[config.mk]
export PLATFORM = sky130hd
export DESIGN_NAME = async_fifo
export DESIGN_NICKNAME = d
export VERILOG_FILES = /design/src/rtl/fifo_pkg.sv /design/src/rtl/fifo_mem.sv /design/src/rtl/async_fifo.sv
export SDC_FILE = /design/constraint.sdc
export NUM_CORES = 1
export LEC_CHECK = 0
export BUFFER_PORTS_ARGS = -buffer_cell sky130_fd_sc_hd__buf_2
export CAP_MARGIN = 0
export CORE_ASPECT_RATIO = 1.5
export CORE_MARGIN = 1
export CORE_UTILIZATION = 66
export DETAILED_ROUTE_END_ITERATION = 6
export HOLD_SLACK_MARGIN = 0.06
export PLACE_DENSITY = 0.9
export SYNTH_ARGS = -nofsm -noshare
export SYNTH_HDL_FRONTEND = slang
export SYNTH_SLANG_ARGS = --single-unit
[constraint.sdc]
create_clock -name clk -period 6.8 [get_ports clk]
set_input_delay 1.02 -clock clk [delete_from_list [all_inputs] [get_ports clk]]
set_output_delay 1.02 -clock clk [all_outputs]
set_load 0.03 [all_outputs]
[src/rtl/fifo_pkg.sv]
// fifo_pkg: shared FIFO defaults and pointer width helper
package fifo_pkg;
    localparam int DEF_DATA_WIDTH = 8;
    localparam int DEF_DEPTH = 16;
    function automatic int ptr_width(input int depth);
        return $clog2(depth) + 1;
    endfunction
endpackage

[src/rtl/fifo_mem.sv]
// fifo_mem: register array with one sync write port and one registered read port
module fifo_mem #(
    parameter int DATA_WIDTH = 8,
    parameter int DEPTH = 16,
    localparam int ADDR_W = $clog2(DEPTH)
) (
    input  logic                  clk,
    input  logic                  rst,
    input  logic                  we,
    input  logic [ADDR_W-1:0]     waddr,
    input  logic [DATA_WIDTH-1:0] wdata,
    input  logic                  re,
    input  logic [ADDR_W-1:0]     raddr,
    output logic [DATA_WIDTH-1:0] rdata
);
    logic [DATA_WIDTH-1:0] mem [DEPTH];
    // storage array, never reset
    always_ff @(posedge clk)
        if (we) mem[waddr] <= wdata;
    // read register: cleared on reset, holds when no read
    always_ff @(posedge clk)
        if (rst) rdata <= '0;
        else if (re) rdata <= mem[raddr];
endmodule

[src/rtl/async_fifo.sv]
// async_fifo: single-clock FIFO with wrap-bit pointers and registered read data
module async_fifo
    import fifo_pkg::*;
#(
    parameter int DATA_WIDTH = DEF_DATA_WIDTH,
    parameter int DEPTH = DEF_DEPTH
) (
    input  logic                  clk,
    input  logic                  rst_n,
    input  logic                  wr_en,
    input  logic                  rd_en,
    input  logic [DATA_WIDTH-1:0] data_in,
    output logic [DATA_WIDTH-1:0] data_out,
    output logic                  empty,
    output logic                  full
);
    localparam int ADDR_W = $clog2(DEPTH);
    localparam int PTR_W = ptr_width(DEPTH);
    logic [PTR_W-1:0] wr_ptr, rd_ptr;
    logic wr_acc, rd_acc;
    assign empty = wr_ptr == rd_ptr;
    assign full = (wr_ptr[ADDR_W-1:0] == rd_ptr[ADDR_W-1:0]) && (wr_ptr[ADDR_W] != rd_ptr[ADDR_W]);
    assign wr_acc = wr_en && !full && !rst_n;
    assign rd_acc = rd_en && !empty && !rst_n;
    // pointer update; reset is active-high despite the port name
    always_ff @(posedge clk)
        if (rst_n) begin
            wr_ptr <= '0;
            rd_ptr <= '0;
        end else begin
            if (wr_acc) wr_ptr <= wr_ptr + PTR_W'(1);
            if (rd_acc) rd_ptr <= rd_ptr + PTR_W'(1);
        end
    fifo_mem #(.DATA_WIDTH(DATA_WIDTH), .DEPTH(DEPTH)) u_mem (
        .clk(clk),
        .rst(rst_n),
        .we(wr_acc),
        .waddr(wr_ptr[ADDR_W-1:0]),
        .wdata(data_in),
        .re(rd_acc),
        .raddr(rd_ptr[ADDR_W-1:0]),
        .rdata(data_out)
    );
endmodule

# ---- Word-level counts from Yosys, hierarchy flattened
# Memories as Yosys holds them, arrays and structs flattened. A register that Yosys moved wholly into a read port is not among the register bits.
# Index checks and enable logic that the tools add are counted.
dict set report classes {
  n_addsub 2
  n_reduce_logical 8
  n_eq_ne 3
  mux 2
}
# cell count
set ops {}
lappend ops {{$add 5x1->5 const B} 2}
lappend ops {{$eq 5x5->1} 1}
lappend ops {{$logic_and 1x1->1} 5}
lappend ops {{$eq 4x4->1} 1}
lappend ops {{$logic_not 1->1} 3}
lappend ops {{$mux 1} 2}
lappend ops {{$ne 1x1->1} 1}
dict set report totals {
  inputBits 12
  mem_count 1
  elab_cells 18
  ram_bits 128
  register_bits 10
  output_inout_bits 10
}
# memory depth word_bits read_ports rd_clocked_by_memory_dff wr line_no
set memory_table {}
lappend memory_table {u_mem.mem 16 8 1 1 1 fifo_mem.sv:16} ;# logic [DATA_WIDTH-1:0] mem [DEPTH];

# ---- Depth between registers and ports, before layout
dict set report logic_depth {
  word_depth 7
  mapped_depth 8
  ltp_nobuf 5
}

# ---- By module
# A second synthesis with hierarchy kept.
dict set report hier_totals {
  hier_cells 385
  area_unflattened_um2 5995.8
}
# module seq_area_each_um2 area_each_um2 n_inst cells_per_inst
set by_module_without_submodules {}
lappend by_module_without_submodules {fifo_mem 4003.8 5343.9 1 316}
lappend by_module_without_submodules {async_fifo 200.2 651.9 1 69}

# ---- Worst setup path after synthesis
# No wires, ideal clock.
dict set report synth_timing {
  path_kind {input to register}
  startpoint {in rst_n}
  endpoint {mem u_mem.mem[6][0], enable pin}
  path_slack_ns 4.047
  arrival_time_ns 2.355
  path_stages 3
  required_time_ns 6.402
  n_path_buf 1
  setup_ns 0.398
  cell_sequence {clkbuf_1 -> nand2b_1 -> nor4b_1}
}
dict set report synth_between {
  elab_chain_cells 4
}
# element line_no
set synth_lines {}
lappend synth_lines {{from (decl)} async_fifo.sv:9} ;# input logic rst_n,
lappend synth_lines {{$logic_not 1->1} async_fifo.sv:23} ;# assign wr_acc = wr_en && !full && !rst_n;
lappend synth_lines {{$logic_and 1x1->1} async_fifo.sv:23}
lappend synth_lines {{$mux 1} fifo_mem.sv:19} ;# if (we) mem[waddr] <= wdata;
lappend synth_lines {{$mux 1 (not written as such)} fifo_mem.sv:19}
lappend synth_lines {{to (decl)} fifo_mem.sv:16}
# No other way between the ends.

# ---- Worst setup path after layout
dict set report layout_timing {
  startpoint {reg rd_ptr[2]}
  endpoint {out empty}
}
dict set report layout_between {
  elab_chain_cells 1
}
# element line_no
set layout_lines {}
lappend layout_lines {{from (decl)} async_fifo.sv:19} ;# logic [PTR_W-1:0] wr_ptr, rd_ptr;
lappend layout_lines {{from (signal assigned)} async_fifo.sv:32} ;# if (rd_acc) rd_ptr <= rd_ptr + PTR_W'(1);
lappend layout_lines {{$eq 5x5->1} async_fifo.sv:21} ;# assign empty = wr_ptr == rd_ptr;
lappend layout_lines {{to (decl)} async_fifo.sv:14} ;# output logic empty,
# No other way between the ends.

==> impl_results.html <==
<table>
<tr><th>Metric</th><th>Value</th></tr>
<tr><th colspan="2">Die</th></tr>
<tr><td>Core box area</td><td>8780 um^2</td></tr>
<tr><td>Number of primary I/O pins</td><td>22</td></tr>
<tr><td>Std-Cell Rows</td><td>42</td></tr>
<tr><td>Die area</td><td>9410 um^2</td></tr>
<tr><td>Die boundary height</td><td>118 um</td></tr>
<tr><td>Floorplan die width</td><td>79.5 um</td></tr>
<tr><td>Effective utilization at floorplan</td><td>67.8%</td></tr>
<tr><th colspan="2">Route</th></tr>
<tr><td>Violation count after the first detailed-routing iteration</td><td>261</td></tr>
<tr><td>Number of remaining DRC errors</td><td>0</td></tr>
<tr><td>Via count</td><td>3138</td></tr>
<tr><td>Average detailed-routed wire length per instance</td><td>24.5 um</td></tr>
<tr><td>Pre-antenna DRT Iters</td><td>4</td></tr>
<tr><td>Wire length after detailed routing</td><td>11800 um</td></tr>
<tr><td>DR vias/cell</td><td>6.50</td></tr>
<tr><td>Number of routed nets with antenna violations</td><td>0</td></tr>
<tr><th colspan="2">Logic synthesis</th></tr>
<tr><td>Unique cell type count in the Yosys netlist</td><td>34</td></tr>
<tr><td>Avg Inst Size Synth</td><td>18.1 um^2</td></tr>
<tr><td>Cell Area, Synth</td><td>5950 um^2</td></tr>
<tr><td>Count of warnings emitted by yosys</td><td>0</td></tr>
<tr><td>Count of flip-flops with a built-in enable after synthesis</td><td>128</td></tr>
<tr><td>Number of nets in the synthesized netlist</td><td>346</td></tr>
<tr><td>Count of state elements after synthesis</td><td>146</td></tr>
<tr><td>Prevailing post-synth register cell</td><td>edfxtp_1</td></tr>
<tr><td>Part of the Yosys area used for sequential elements</td><td>70.6%</td></tr>
<tr><td>Number of standard cells after synthesis</td><td>329</td></tr>
<tr><td>Post-synth ARST share</td><td>0%</td></tr>
<tr><th colspan="2">Pwr</th></tr>
<tr><td>Pwr per Cell Area</td><td>320 nW/um^2</td></tr>
<tr><td>Net switching component of the power</td><td>0.500 mW</td></tr>
<tr><td>Leakage component of the power</td><td>2.21 nW</td></tr>
<tr><td>Proportion of power drawn by combinational gates</td><td>9.8%</td></tr>
<tr><td>Share of power burned in registers</td><td>47.0%</td></tr>
<tr><td>Share of total power in the clock network</td><td>43.2%</td></tr>
<tr><td>Worst voltage drop across the vdd grid</td><td>0.234 mV</td></tr>
<tr><td>Total internal power</td><td>1.67 mW</td></tr>
<tr><td>Switching portion of total power</td><td>23.1%</td></tr>
<tr><th colspan="2">Finish</th></tr>
<tr><td>Top library cells by usage in the layout, fill and taps aside</td><td>edfxtp_1 (128), mux4_1 (23), buf_2 (21), nor2_1 (18)</td></tr>
<tr><td>Count of filler cells inserted in the layout</td><td>425</td></tr>
<tr><td>Share of post-route cells with drive strength above 1</td><td>22.3%</td></tr>
<tr><td>Count of non-filler cells in the finished layout</td><td>483</td></tr>
<tr><td>Area of the multi-input gates</td><td>1630 um^2</td></tr>
<tr><td>Layout overhead on the synthesized area</td><td>13.9%</td></tr>
<tr><td>Sequential cell area in the final layout</td><td>4210 um^2</td></tr>
<tr><td>Total inserted antenna cells</td><td>0</td></tr>
<tr><td>Nets</td><td>377</td></tr>
<tr><td>Commonest non-fill, non-tap cell in the layout</td><td>edfxtp_1</td></tr>
<tr><td>Area of all placed cells without fillers</td><td>6780 um^2</td></tr>
<tr><td>Utilization of the core after routing</td><td>77.2%</td></tr>
<tr><th colspan="2">Global route</th></tr>
<tr><td>Global route overflow</td><td>0</td></tr>
<tr><td>Number of global-route vias before repair</td><td>3170</td></tr>
<tr><td>Total routing usage reported by global routing</td><td>27.9%</td></tr>
<tr><td>Antenna violations before repair</td><td>0</td></tr>
<tr><td>Pin count of the biggest net entering global routing</td><td>45</td></tr>
<tr><td>First-pass GRT wire length</td><td>18000 um</td></tr>
<tr><th colspan="2">STA</th></tr>
<tr><td>Setup violation total in the final timing report</td><td>0</td></tr>
<tr><td>Slew Limit Headroom</td><td>18.0%</td></tr>
<tr><td>Crit path time final</td><td>3400 ps</td></tr>
<tr><td>Max frequency</td><td>0.295 GHz</td></tr>
<tr><td>Final Slew Violations</td><td>0</td></tr>
<tr><td>Worst Tran Pin Value</td><td>1220 ps</td></tr>
<tr><td>Setup skew after layout</td><td>10.3 ps</td></tr>
<tr><td>TNS Setup</td><td>0 ps</td></tr>
<tr><td>Total count of hold-check failures in the final report</td><td>0</td></tr>
<tr><td>Setup repair after global routing missed its margin</td><td>false</td></tr>
<tr><td>Ratio of final minimum period to clock period</td><td>49.9%</td></tr>
<tr><th colspan="2">Job</th></tr>
<tr><td>Count of max-cap constraint violations</td><td>0</td></tr>
<tr><th colspan="2">Placement</th></tr>
<tr><td>Final estimated routing congestion in global placement</td><td>0.838</td></tr>
<tr><td>DP Cell Count</td><td>451</td></tr>
<tr><td>Cell area after placement</td><td>6180 um^2</td></tr>
<tr><td>Count of port buffers added during placement</td><td>21</td></tr>
<tr><td>Final HPWL DP</td><td>6990 um</td></tr>
<tr><th colspan="2">Worst setup path</th></tr>
<tr><td>Start-to-end type of the worst setup path</td><td>flop to output port</td></tr>
<tr><td>Category of the worst setup path launch point</td><td>flop</td></tr>
<tr><td>Nature of the critical path endpoint</td><td>output port</td></tr>
<tr><td>Req. time, crit path</td><td>5780 ps</td></tr>
<tr><td>Peak fanout along the critical path</td><td>44</td></tr>
<tr><td>Critical Path AT</td><td>2380 ps</td></tr>
<tr><th colspan="2">Clocking</th></tr>
<tr><td>CTS tree</td><td>done</td></tr>
<tr><td>CTS Buffer Depth</td><td>2</td></tr>
<tr><td>H-tree Lvls</td><td>4</td></tr>
<tr><td>Number of buffers inserted to repair setup after CTS</td><td>0</td></tr>
<tr><td>Cts-stage hold buffer count</td><td>0</td></tr>
<tr><td>Number of buffers inserted during clock tree synthesis</td><td>17</td></tr>
<tr><td>Worst-path clk slew</td><td>60 ps</td></tr>
<tr><td>Latest clock arrival within the worst-skew pair</td><td>420 ps</td></tr>
<tr><td>Resized Gates After CTS</td><td>0</td></tr>
<tr><td>Sink count of the clock tree</td><td>146</td></tr>
<tr><td>CTS root buf</td><td>clkbuf_16</td></tr>
<tr><th colspan="2">Worst hold path</th></tr>
<tr><td>Min-delay worst type</td><td>flop to flop</td></tr>
<tr><th colspan="2">Run status</th></tr>
<tr><td>Run status</td><td>completed</td></tr>
</table>
-- flip-flops by register name, summed over array words and instances, names as in the netlist --
| signal | cells |
|---|---|
| u_mem.rdata | 8 |
| wr_ptr | 5 |
| rd_ptr | 5 |
| u_mem.mem | 128 |
-- worst paths after layout --
path | startpoint | end | slack (ps) | cells past startpoint
setup / recovery | rd_ptr[2] | empty | 3400 | 4
hold / removal | u_mem.rdata[4] | u_mem.rdata[4] | 490 | 2
setup reg to reg | rd_ptr[2] | u_mem.mem[12][1] | 3530 | 5
hold reg to reg | u_mem.rdata[4] | u_mem.rdata[4] | 490 | 2
-- logic make-up (layout without fill, tap and decap cells) --
kind of cell | Yosys count | count (layout) | synth area share (%)
AO/OA/AOI/OAI | 35 | 35 | 4.08
multiplexers | 49 | 49 | 15.1
XOR/XNOR | 13 | 13 | 1.91
buffers and inverters | 25 | 69 | 2.23
AND/OR/NAND/NOR | 56 | 56 | 5.00
adder cells (fa/ha/maj) | 5 | 5 | 1.05
flip-flops | 146 | 146 | 70.6
-- critical path, cell delays in order, from the launching register on --
cell	delay [ps]
dfxtp_2	1060
xnor2_1	240
nand4_2	280
nor2_1	160
buf_2	210
-- synthesized netlist by cell type, drive strengths merged (3+ instances only) --
library cell  count  area share, %
edfxtp          128             65
mux4             24             11
dfxtp            18            6.1
nor2             18            1.1
a211oi           16            2.0
mux2             16            3.0
buf              14            1.5
nor3             12            1.0
mux2i             9            1.5
nor4              8           0.84
o22ai             8           0.84
clkbuf            7           0.44
xnor2             7            1.0
xor2              6           0.88
ha                5            1.1
nand2b            5           0.53
nand2             4           0.25
nor4b             4           0.59
o21ai             4           0.40
inv               3           0.19
o211ai            3           0.38
-- power groups by stage --
stage	sequential, mW	combinational (mW)	clock [mW]
after floorplan	1.04	0.134	0
after global placement	1.03	0.198	0
after detailed placement	1.04	0.204	0
after CTS	1.02	0.211	0.947
after global routing	1.02	0.225	0.984
final	1.02	0.213	0.936
-- per-layer routing --
| layer | GRT usage [%] | part of all wire (%) |
|---|---|---|
| met5 | 0 | 0 |
| met4 | 17.5 | 4.3 |
| met3 | 7.18 | 6.8 |
| met1 | 35.7 | 39 |
| met2 | 42.3 | 49 |
-- per-stage QoR --
stage / power [mW] / hold WS [ps] / setup WS, ps
finish: 2.17 / 492 / 3400
global route: 2.23 / 512 / 3300
CTS: 2.18 / 488 / 3410
detailed placement: 1.24 / 476 / 3620
global placement: 1.23 / 477 / 3870
floorplan: 1.18 / 538 / 4050
-- layout make-up --
cell class	instances	share of cell area (%)
timing repair buffer	33	2.88
clock inverter	9	1.92
tap	110	2.03
sequential	146	62.0
multi-input combinational	158	24.0
clock buffer	23	6.90
inverter	4	0.222
Note: power is estimated with default switching activity, not from simulation.
